`src/rtl/minisys_hilo_pkg.sv`:
```
// Shared constants and control payload for the HI/LO multiply/divide unit.
package minisys_hilo_pkg;

    localparam int unsigned HILO_WIDTH = 32;

    localparam logic [5:0] OP_SPECIAL = 6'b000000;

    localparam logic [5:0] F_MFHI  = 6'b010000;
    localparam logic [5:0] F_MTHI  = 6'b010001;
    localparam logic [5:0] F_MFLO  = 6'b010010;
    localparam logic [5:0] F_MTLO  = 6'b010011;
    localparam logic [5:0] F_MULT  = 6'b011000;
    localparam logic [5:0] F_MULTU = 6'b011001;
    localparam logic [5:0] F_DIV   = 6'b011010;
    localparam logic [5:0] F_DIVU  = 6'b011011;

    localparam logic [1:0] S_IDLE = 2'd0;
    localparam logic [1:0] S_CALC = 2'd1;
    localparam logic [1:0] S_FIX  = 2'd2;

    // Operation flags captured when a mult/div is accepted.
    typedef struct packed {
        logic is_div;
        logic div_zero;
        logic neg_q;   // product / quotient must be negated
        logic neg_r;   // remainder (or div-by-zero dividend) must be negated
    } op_ctl_t;

endpackage

```
`src/rtl/hilo_iter_core.sv`:
```
// Radix-2 iterative datapath: shift-add multiply or restoring divide.
module hilo_iter_core #(
    parameter int unsigned WIDTH = 32
) (
    input  logic             clock,
    input  logic             reset,
    input  logic             load,
    input  logic             step,
    input  logic             is_div,
    input  logic [WIDTH-1:0] a_mag,
    input  logic [WIDTH-1:0] b_mag,
    output logic [WIDTH-1:0] acc_hi,
    output logic [WIDTH-1:0] acc_lo
);

    logic [WIDTH-1:0] b_q;
    logic [WIDTH:0]   add_sum;
    logic [WIDTH:0]   shifted;
    logic [WIDTH:0]   diff;

    // One step of both algorithms; the sign bit of diff decides restore vs keep.
    always_comb begin
        add_sum = {1'b0, acc_hi} + (acc_lo[0] ? {1'b0, b_q} : {(WIDTH+1){1'b0}});
        shifted = {acc_hi, acc_lo[WIDTH-1]};
        diff    = shifted - {1'b0, b_q};
    end

    // Accumulator (HI half = partial product / remainder, LO half = multiplier / quotient).
    always_ff @(posedge clock or posedge reset) begin
        if (reset) begin
            acc_hi <= '0;
            acc_lo <= '0;
            b_q    <= '0;
        end else if (load) begin
            acc_hi <= '0;
            acc_lo <= a_mag;
            b_q    <= b_mag;
        end else if (step) begin
            if (is_div) begin
                acc_hi <= diff[WIDTH] ? shifted[WIDTH-1:0] : diff[WIDTH-1:0];
                acc_lo <= {acc_lo[WIDTH-2:0], ~diff[WIDTH]};
            end else begin
                acc_hi <= add_sum[WIDTH:1];
                acc_lo <= {add_sum[0], acc_lo[WIDTH-1:1]};
            end
        end
    end

endmodule

```
`src/rtl/hilo_muldiv_unit.sv`:
```
// HI/LO owner: iterative mult/div FSM, sign fix-up, mf/mt access and stall.
module hilo_muldiv_unit
    import minisys_hilo_pkg::*;
#(
    parameter int unsigned WIDTH = HILO_WIDTH,
    parameter int unsigned CNT_W = 6
) (
    input  logic             clock,
    input  logic             reset,
    input  logic [5:0]       Exe_opcode,
    input  logic [5:0]       Function_opcode,
    input  logic             Inst_valid,
    input  logic [WIDTH-1:0] Read_data_1,
    input  logic [WIDTH-1:0] Read_data_2,
    output logic [WIDTH-1:0] HI_result,
    output logic [WIDTH-1:0] LO_result,
    output logic [WIDTH-1:0] Hilo_read_data,
    output logic             Busy,
    output logic             Stall,
    output logic             Done,
    output logic             Div_by_zero
);

    localparam int unsigned PW = 2 * WIDTH;

    logic [1:0]       state, next_state;
    logic [CNT_W-1:0] cnt;
    op_ctl_t          ctl, ctl_new;
    logic [WIDTH-1:0] hi_q, lo_q;
    logic [WIDTH-1:0] a_mag, b_mag, core_hi, core_lo, fix_hi, fix_lo;
    logic [PW-1:0]    prod;
    logic             special, req_md, req_mfhi, req_mflo, req_mthi, req_mtlo, req_any;
    logic             signed_op, a_neg, b_neg, load, step, done_q, dbz_q;

    // Instruction decode and operand magnitude / sign extraction.
    always_comb begin
        special   = Inst_valid && (Exe_opcode == OP_SPECIAL);
        req_md    = special && ((Function_opcode == F_MULT) || (Function_opcode == F_MULTU) ||
                                (Function_opcode == F_DIV)  || (Function_opcode == F_DIVU));
        req_mfhi  = special && (Function_opcode == F_MFHI);
        req_mflo  = special && (Function_opcode == F_MFLO);
        req_mthi  = special && (Function_opcode == F_MTHI);
        req_mtlo  = special && (Function_opcode == F_MTLO);
        req_any   = req_md || req_mfhi || req_mflo || req_mthi || req_mtlo;
        signed_op = (Function_opcode == F_MULT) || (Function_opcode == F_DIV);
        a_neg     = signed_op && Read_data_1[WIDTH-1];
        b_neg     = signed_op && Read_data_2[WIDTH-1];
        a_mag     = a_neg ? (-Read_data_1) : Read_data_1;
        b_mag     = b_neg ? (-Read_data_2) : Read_data_2;
        ctl_new.is_div   = (Function_opcode == F_DIV) || (Function_opcode == F_DIVU);
        ctl_new.div_zero = ctl_new.is_div && (Read_data_2 == '0);
        ctl_new.neg_q    = a_neg ^ b_neg;
        ctl_new.neg_r    = a_neg;
    end

    // FSM state register.
    always_ff @(posedge clock or posedge reset) begin
        if (reset) state <= S_IDLE;
        else       state <= next_state;
    end

    // Next state and datapath controls.
    always_comb begin
        next_state = state;
        load       = 1'b0;
        step       = 1'b0;
        case (state)
            S_IDLE: if (req_md) begin
                load       = 1'b1;
                next_state = ctl_new.div_zero ? S_FIX : S_CALC;
            end
            S_CALC: begin
                step = 1'b1;
                if (cnt == '0) next_state = S_FIX;
            end
            S_FIX:   next_state = S_IDLE;
            default: next_state = S_IDLE;
        endcase
    end

    // Iteration counter, captured op flags and the Done/Div_by_zero pulses.
    always_ff @(posedge clock or posedge reset) begin
        if (reset) begin
            cnt    <= '0;
            ctl    <= '0;
            done_q <= 1'b0;
            dbz_q  <= 1'b0;
        end else begin
            if (load) begin
                cnt <= CNT_W'(WIDTH - 1);
                ctl <= ctl_new;
            end else if (step && (cnt != '0)) begin
                cnt <= cnt - CNT_W'(1);
            end
            done_q <= (next_state == S_FIX);
            dbz_q  <= (next_state == S_FIX) && (load ? ctl_new.div_zero : ctl.div_zero);
        end
    end

    hilo_iter_core #(.WIDTH(WIDTH)) u_core (
        .clock  (clock),
        .reset  (reset),
        .load   (load),
        .step   (step),
        .is_div (ctl.is_div),
        .a_mag  (a_mag),
        .b_mag  (b_mag),
        .acc_hi (core_hi),
        .acc_lo (core_lo)
    );

    // Sign correction; a div-by-zero leaves the untouched dividend magnitude in core_lo.
    always_comb begin
        prod   = {core_hi, core_lo};
        fix_hi = core_hi;
        fix_lo = core_lo;
        if (!ctl.is_div) begin
            {fix_hi, fix_lo} = ctl.neg_q ? (-prod) : prod;
        end else if (ctl.div_zero) begin
            fix_lo = '1;
            fix_hi = ctl.neg_r ? (-core_lo) : core_lo;
        end else begin
            fix_lo = ctl.neg_q ? (-core_lo) : core_lo;
            fix_hi = ctl.neg_r ? (-core_hi) : core_hi;
        end
    end

    // Architectural HI/LO: written by FIX or by mthi/mtlo while idle.
    always_ff @(posedge clock or posedge reset) begin
        if (reset) begin
            hi_q <= '0;
            lo_q <= '0;
        end else if (state == S_FIX) begin
            hi_q <= fix_hi;
            lo_q <= fix_lo;
        end else if (state == S_IDLE) begin
            if (req_mthi) hi_q <= Read_data_1;
            if (req_mtlo) lo_q <= Read_data_1;
        end
    end

    // Output drive; the mf path and stall are zero-latency by design.
    always_comb begin
        HI_result      = hi_q;
        LO_result      = lo_q;
        Busy           = (state != S_IDLE);
        Stall          = Busy && req_any;
        Done           = done_q;
        Div_by_zero    = dbz_q;
        Hilo_read_data = req_mfhi ? hi_q : (req_mflo ? lo_q : '0);
    end

endmodule

```
`config.mk`:
```
export PLATFORM = sky130hd
export DESIGN_NAME = hilo_muldiv_unit
export DESIGN_NICKNAME = d
export VERILOG_FILES = /design/src/rtl/minisys_hilo_pkg.sv /design/src/rtl/hilo_iter_core.sv /design/src/rtl/hilo_muldiv_unit.sv
export SDC_FILE = /design/constraint.sdc
export NUM_CORES = 1
export LEC_CHECK = 0
export CAP_MARGIN = 20
export CORE_AREA = 4 4 276 210
export CTS_CLUSTER_DIAMETER = 120
export DETAILED_ROUTE_END_ITERATION = 10
export DIE_AREA = 0 0 280 214
export HOLD_SLACK_MARGIN = 0.02
export PLACE_DENSITY = 0.58
export SYNTH_ARGS = -nofsm -noshare
export SYNTH_HDL_FRONTEND = slang
export SYNTH_SLANG_ARGS = --single-unit
```
`constraint.sdc`:
```
create_clock -name clock -period 7.3 [get_ports clock]
set_input_delay 2.19 -clock clock [delete_from_list [all_inputs] [get_ports clock]]
set_output_delay 2.19 -clock clock [all_outputs]
set_load 0.005 [all_outputs]
```
Word-level counts from Yosys, hierarchy flattened
Index checks and enable logic that the tools add are counted.
{"block": "totals", "reg_bits": 174, "input_bits": 79, "out_inout_bits": 100, "word_cells": 104}
{"block": "classes", "n_addsub": 8, "eq_ne": 11, "n_mux": 36, "bitwise": 2, "n_reduce_logical": 34}
{"operator": "2-to-1 mux 32 bit", "count": 25}
{"operator": "negator 32 bit", "count": 4}
{"operator": "2-to-1 mux 64 bit", "count": 1}
{"operator": "negator 64 bit", "count": 1}
{"operator": "== test 6 x 5 -> 1 bit (second input constant)", "count": 8}
{"operator": "adder 32 x 33 -> 33 bit", "count": 1}
{"operator": "subtractor 33 x 32 -> 33 bit", "count": 1}
{"operator": "zero test 32 bit", "count": 1}
{"operator": "logical AND 1 bit", "count": 12}
{"operator": "zero test 6 bit", "count": 2}
{"operator": "2-to-1 mux 6 bit", "count": 2}
{"operator": "nonzero test 2 bit", "count": 6}
{"operator": "logical OR 1 bit", "count": 9}
{"operator": "2-to-1 mux 2 bit", "count": 3}
{"operator": "nonzero test 6 bit", "count": 1}
{"operator": "subtractor 6 x 1 -> 6 bit (second input constant)", "count": 1}
{"operator": "== test 2 bit (second input constant)", "count": 2}
{"operator": "2-to-1 mux 1 bit", "count": 4}
{"operator": "case mux 2 bit (2 select lines)", "count": 1}
{"operator": "AND reduction 2 bit", "count": 2}
{"operator": "== test 2 x 1 -> 1 bit (second input constant)", "count": 1}
{"operator": "zero test 2 bit", "count": 1}
{"operator": "inverter 1 bit", "count": 1}
{"operator": "XOR 1 bit", "count": 1}

Longest topological paths before layout
{"block": "depth", "depth_word": 10, "mapped_depth": 15, "mapped_depth_nobuf": 13}

Cells and area by module
Synthesis repeated with hierarchy kept, for this count alone.
{"block": "unflattened", "cells_unflattened": 2178, "hier_area_um2": 16848.7}
{"module": "hilo_muldiv_unit", "n_inst": 1, "cells_each": 1117, "area_each_um2": 8483.1, "seq_area_each_um2": 1951.9}
{"module": "hilo_iter_core", "n_inst": 1, "cells_each": 1061, "area_each_um2": 8365.5, "seq_area_each_um2": 2402.3}

Least setup slack after synthesis
Ideal clock, no wire load.
{"block": "synth_path", "path_type": "input-to-output", "start": "in Exe_opcode[2]", "end": "out Hilo_read_data[10]", "arrival_ns": 4.146, "required_ns": 5.110, "setup_slack_ns": 0.964, "stages": 6, "path_buffers": 1, "cell_sequence": "or4b_1 -> nor4_1 -> nand2_1 -> nor4b_1 -> clkbuf_1 -> a22o_1"}
{"block": "synth_via", "elab_chain_len": 5, "elab_cells_between_ends": 6, "cone_classes": "mux (2); reduce/logical (4)"}
{"element": "start: declaration", "line_no": "hilo_muldiv_unit.sv:10", "source": "input logic [5:0] Exe_opcode,"}
{"element": "zero test 6 bit *", "line_no": "hilo_muldiv_unit.sv:37", "source": "special = Inst_valid && (Exe_opcode == OP_SPECIAL);"}
{"element": "logical AND 1 bit *", "line_no": "hilo_muldiv_unit.sv:37"}
{"element": "logical AND 1 bit", "line_no": "hilo_muldiv_unit.sv:41", "source": "req_mflo = special && (Function_opcode == F_MFLO);"}
{"element": "2-to-1 mux 32 bit", "line_no": "hilo_muldiv_unit.sv:150", "source": "Hilo_read_data = req_mfhi ? hi_q : (req_mflo ? lo_q : '0);"}
{"element": "2-to-1 mux 32 bit *", "line_no": "hilo_muldiv_unit.sv:150"}
{"element": "end: declaration", "line_no": "hilo_muldiv_unit.sv:17", "source": "output logic [WIDTH-1:0] Hilo_read_data,"}
Mark *: on every way between the ends. The rest lies on a longest branch, timed or not.

Worst setup path in the final report
{"block": "layout_path", "start": "in Exe_opcode[2]", "end": "out Hilo_read_data[1]"}
Same word-level chain as after synthesis.

==> metrics.md <==
| Metric | Value |
|---|---|
| Status | complete, no violations |
| Nets | 2,327 |
| Crit-path cells | clkdlybuf4s50_1 > or4b_1 > nor4_2 > nand2_1 > nor4b_4 > buf_12 > a22o_1 > clkdlybuf4s50_1 |
| Antenna Diode Count | 0 |
| Critical-path maximum fanout | 32 |
| Resized Gates After CTS | 0 |
| Starting density of the core | 0.2958 |
| Clock latency on the worst-skew pair | 0.45 ns |
| Normalized max-slew margin | 0.2892 |
| Hold Crit Endpoint | u_core.b_q[6]$_DFFE_PP0P_ |
| Count leader, synth | nand2_1 |
| Buf/Inv on CP | 3 |
| Post-synth top area share | 0.2654 |
| RSZ-0062 raised after global routing | no |
| Fillers | roughly 5,700 |
| Ranking of synthesized cells by area | dfrtp_1 (27%), o21ai_0 (7.1%), xnor2_1 (6.9%), nand2_1 (6.3%), xor2_1 (5.6%) |
| Post-Layout Cell Count | 2,917 |
| Slew @ Worst Pin | about 1.1 ns |
| Initial antenna violation count | 1 |
| Worst path depth | 8 |
| Mapped Avg Cell Area | 7.728 um2 |
| EDFF count, synth | 0 |
| Largest net degree at the start of global routing | 83 |
| Clock root cell | clkbuf_16 |
| I/O pin cnt | 179 |
| Post-Route Skew | 0.009867 ns |
| Post-synth top area cell | dfrtp_1 |
| Final period util | 0.9589 |
| CTS tree | built |
| Crit path time final | 7.000 ns |
| Die area | 0.05992 mm2 |
| Die width | 280 um |
| Hold Startpoint | u_core.b_q[6]$_DFFE_PP0P_ |
| Vias in the first global route | 15,440 |
| Register area share after synthesis | 0.2654 |
| GRT Resource Usage Total | 0.1840 |
| R2R Setup Slk | 2.12 ns |
| Arr. time, crit path | 4.81 ns |
| Synth Instances | ~2,100 |
| Ys Warns | 0 |
| Worst path most repeated cell | clkdlybuf4s50_1 |
| # placed instances | between 2,000 and 3,000 |
| Worst-path clk slew | 0.07 ns |
| Synth top cells by count | nand2_1 (274), o21ai_0 (234), dfrtp_1 (174) |
| Initial DRC Count | roughly 1,500 |
| Bufs on Longest Clock Path | 2 |
| Hold WC Path Type | flip-flop to flip-flop |
| Multi-input logic area | 0.01118 mm2 |
| Synth-to-layout area growth | 17.97% |
| First-pass GRT wire length | about 90,000 um |
| Hold_buf cts | 0 |
| Gr ovfl total | 0 |
| CP max-delay cell | or4b_1 |
| Postcts setup bufs | 0 |
| DR vias | 16,037 |
| Post-route ant nets | 0 |
| Fin. Hold Viols | 0 |
| Count of state elements after synthesis | approximately 170 |
| Worst R2R End | u_core.acc_hi[12]$_DFFE_PP0P_ |
| RR Startpoint | u_core.acc_lo[31]$_DFFE_PP0P_ |
| Drc violations | 0 |
| Worst setup SP type | input pin |
| Detailed-router iteration count before antenna repair | 5 |
| H-tree depth | 4 |
| CP Class | input pin to output pin |
| Pwr dens | between 200 and 250 mW/mm2 |
| Top_reg_cell synth | dfrtp_1 |
| Crit end category | output pin |
| Vias/cell | 5.498 |
| Row count | 75 |
| Clk sink count | 174 |
| Max incr delay on CP | about 0.53 ns |
| MaxCap Viol Count | 0 |
| Yosys cell types | 81 |
| Largest delay contributor family on the critical path | simple AND/OR/NAND/NOR gates |
| # setup viols final | 0 |
| CP required | 5.11 ns |
| VDD IR max | 0.1560 mV |
| Hold depth | 2 |
| Fmax | between 0.1 and 0.15 GHz |
| Mapped Area | between 0.015 and 0.02 mm2 |
| Tot Pwr | roughly 4.8 mW |
| Leakage power | slightly above 7 nW |
| PortBufs | 178 |
| Crit path launch | Exe_opcode[2] |
| Storage cell area | 0.004358 mm2 |
| Share of cells above drive strength 1 | 0.04758 |
| Post-Route WL | 56,530 um |
| Slew Viols, Final | 0 |
| Inserted Clock Buffers | 17 |
| Hpwl dp | 42,460 um |
| Per-cell routed wire length | just under 20 um |
| Net Count, Synth | 2,273 |
| Worst reg-to-reg path cell count | 13 |
| Setup TNS | 0 ns |
| Final Wtd Congestion | between 0.8 and 0.9 |
| Die Span Y | about 210 um |
| Synth async-reset ratio | 1.000 |
| Area of the core | 0.05546 mm2 |
worst register-to-register path, cell delays in order (launching register included):
cell	delay, ns
dfrtp_1	0.46
inv_1	0.29
ha_1	0.27
fa_1	0.25
nand2b_1	0.16
a21oi_1	0.13
o21ai_0	0.50
a21boi_1	0.26
a41oi_2	0.45
a31oi_1	0.21
xnor2_2	0.77
buf_4	0.56
mux2_2	0.42
a221o_1	0.33
how the worst max path moves through the flow:
stage | endpoint | slack [ns]
2_1_floorplan | Div_by_zero$_DFF_PP0_ | 0.39
3_3_place_gp | Hilo_read_data[31] | 0.14
3_5_place_dp | Hilo_read_data[1] | 0.18
4_1_cts | Hilo_read_data[31] | 0.17
5_1_grt | Hilo_read_data[31] | 0.08
6_report | Hilo_read_data[1] | 0.30
placed cells by master, fill, tap and decap left out, drive strengths merged, types with 7 or more instances in the layout:
| master | synthesis | final |
|---|---|---|
| nor2b | 14 | 14 |
| nor2 | 146 | 146 |
| nand2 | 275 | 275 |
| o21ai | 236 | 236 |
| a21o | 31 | 31 |
| a221oi | 7 | 7 |
| buf | 26 | 29 |
| o31ai | 35 | 35 |
| xor2 | 105 | 105 |
| mux2 | 11 | 11 |
| ha | 69 | 69 |
| a211oi | 12 | 12 |
| o21a | 8 | 8 |
| o21bai | 8 | 8 |
| o211ai | 52 | 52 |
| or3 | 21 | 21 |
| nand2b | 17 | 17 |
| or2 | 10 | 10 |
| dfrtp | 174 | 174 |
| a22o | 32 | 32 |
| nand3 | 33 | 33 |
| a22oi | 19 | 19 |
| mux2i | 74 | 74 |
| a31oi | 16 | 16 |
| and3 | 7 | 7 |
| nor4 | 23 | 23 |
| a21oi | 120 | 120 |
| and2 | 13 | 13 |
| o41ai | 13 | 13 |
| o22ai | 32 | 32 |
| nor3 | 31 | 31 |
| xnor2 | 130 | 130 |
| clkbuf | 146 | 21 |
| nand4 | 17 | 17 |
| or4 | 10 | 10 |
| clkdlybuf4s50 | 0 | 178 |
| inv | 72 | 72 |
registers in the layout (all words and copies together) (netlist names):
signal and cells:
HI_result 32, LO_result 32, u_core.acc_hi 32, u_core.acc_lo 32, u_core.b_q 32, cnt 6, ctl 4, state 2
Div_by_zero 1, Done 1
cell type report:
| cell class | count | share of cell area |
|---|---|---|
| repair buffers | 207 | 0.1065 |
| well taps | 731 | 0.04726 |
| clock inverters | 7 | 0.006012 |
| multi-input cells | 1705 | 0.5775 |
| clock buffers | 21 | 0.02327 |
| inverters | 72 | 0.01422 |
| flip-flops and latches | 174 | 0.2252 |
where the power goes:
part	total [mW]	internal, mW	switching, mW	leakage [nW]
clock network	0.957	0.540	0.417	0.275
logic	2.26	0.993	1.27	4.80
registers	1.57	1.11	0.457	2.13
total	4.79	2.65	2.14	7.21
kinds of logic (layout without fill, tap and decap cells):
logic type | after synthesis | after routing | share of synthesized area
AO/OA/AOI/OAI | 675 | 675 | 0.2617
AND/OR/NAND/NOR | 638 | 638 | 0.1804
buffers and inverters | 244 | 307 | 0.05743
XOR/XNOR | 235 | 235 | 0.1259
flip-flops | 174 | 174 | 0.2654
multiplexers | 86 | 86 | 0.05407
adder cells (fa/ha/maj) | 71 | 71 | 0.05506
layer usage:
layer  global-route usage  vias to the layer above  wire (um)
met5                    0                        -          0
met4              0.02871                        0        602
met3              0.03301                       38       3474
met2               0.2832                      479      24830
met1               0.2737                     7800      27620
li1                     -                     7720          -
stage by stage:
step                      hold WS, ns  instance area [um2]  utilization  worst slack, ns
after detailed placement       0.4751                18700       0.3372           0.1784
after global placement         0.4697                18700       0.3371           0.1380
final                          0.4850                19350       0.3490           0.2999
after global routing           0.5200                19350       0.3490          0.07842
after CTS                      0.4907                19270       0.3474           0.1697
after floorplan                0.4498                16410            -           0.3932
No activity file was read; power rests on OpenSTA's default activity.
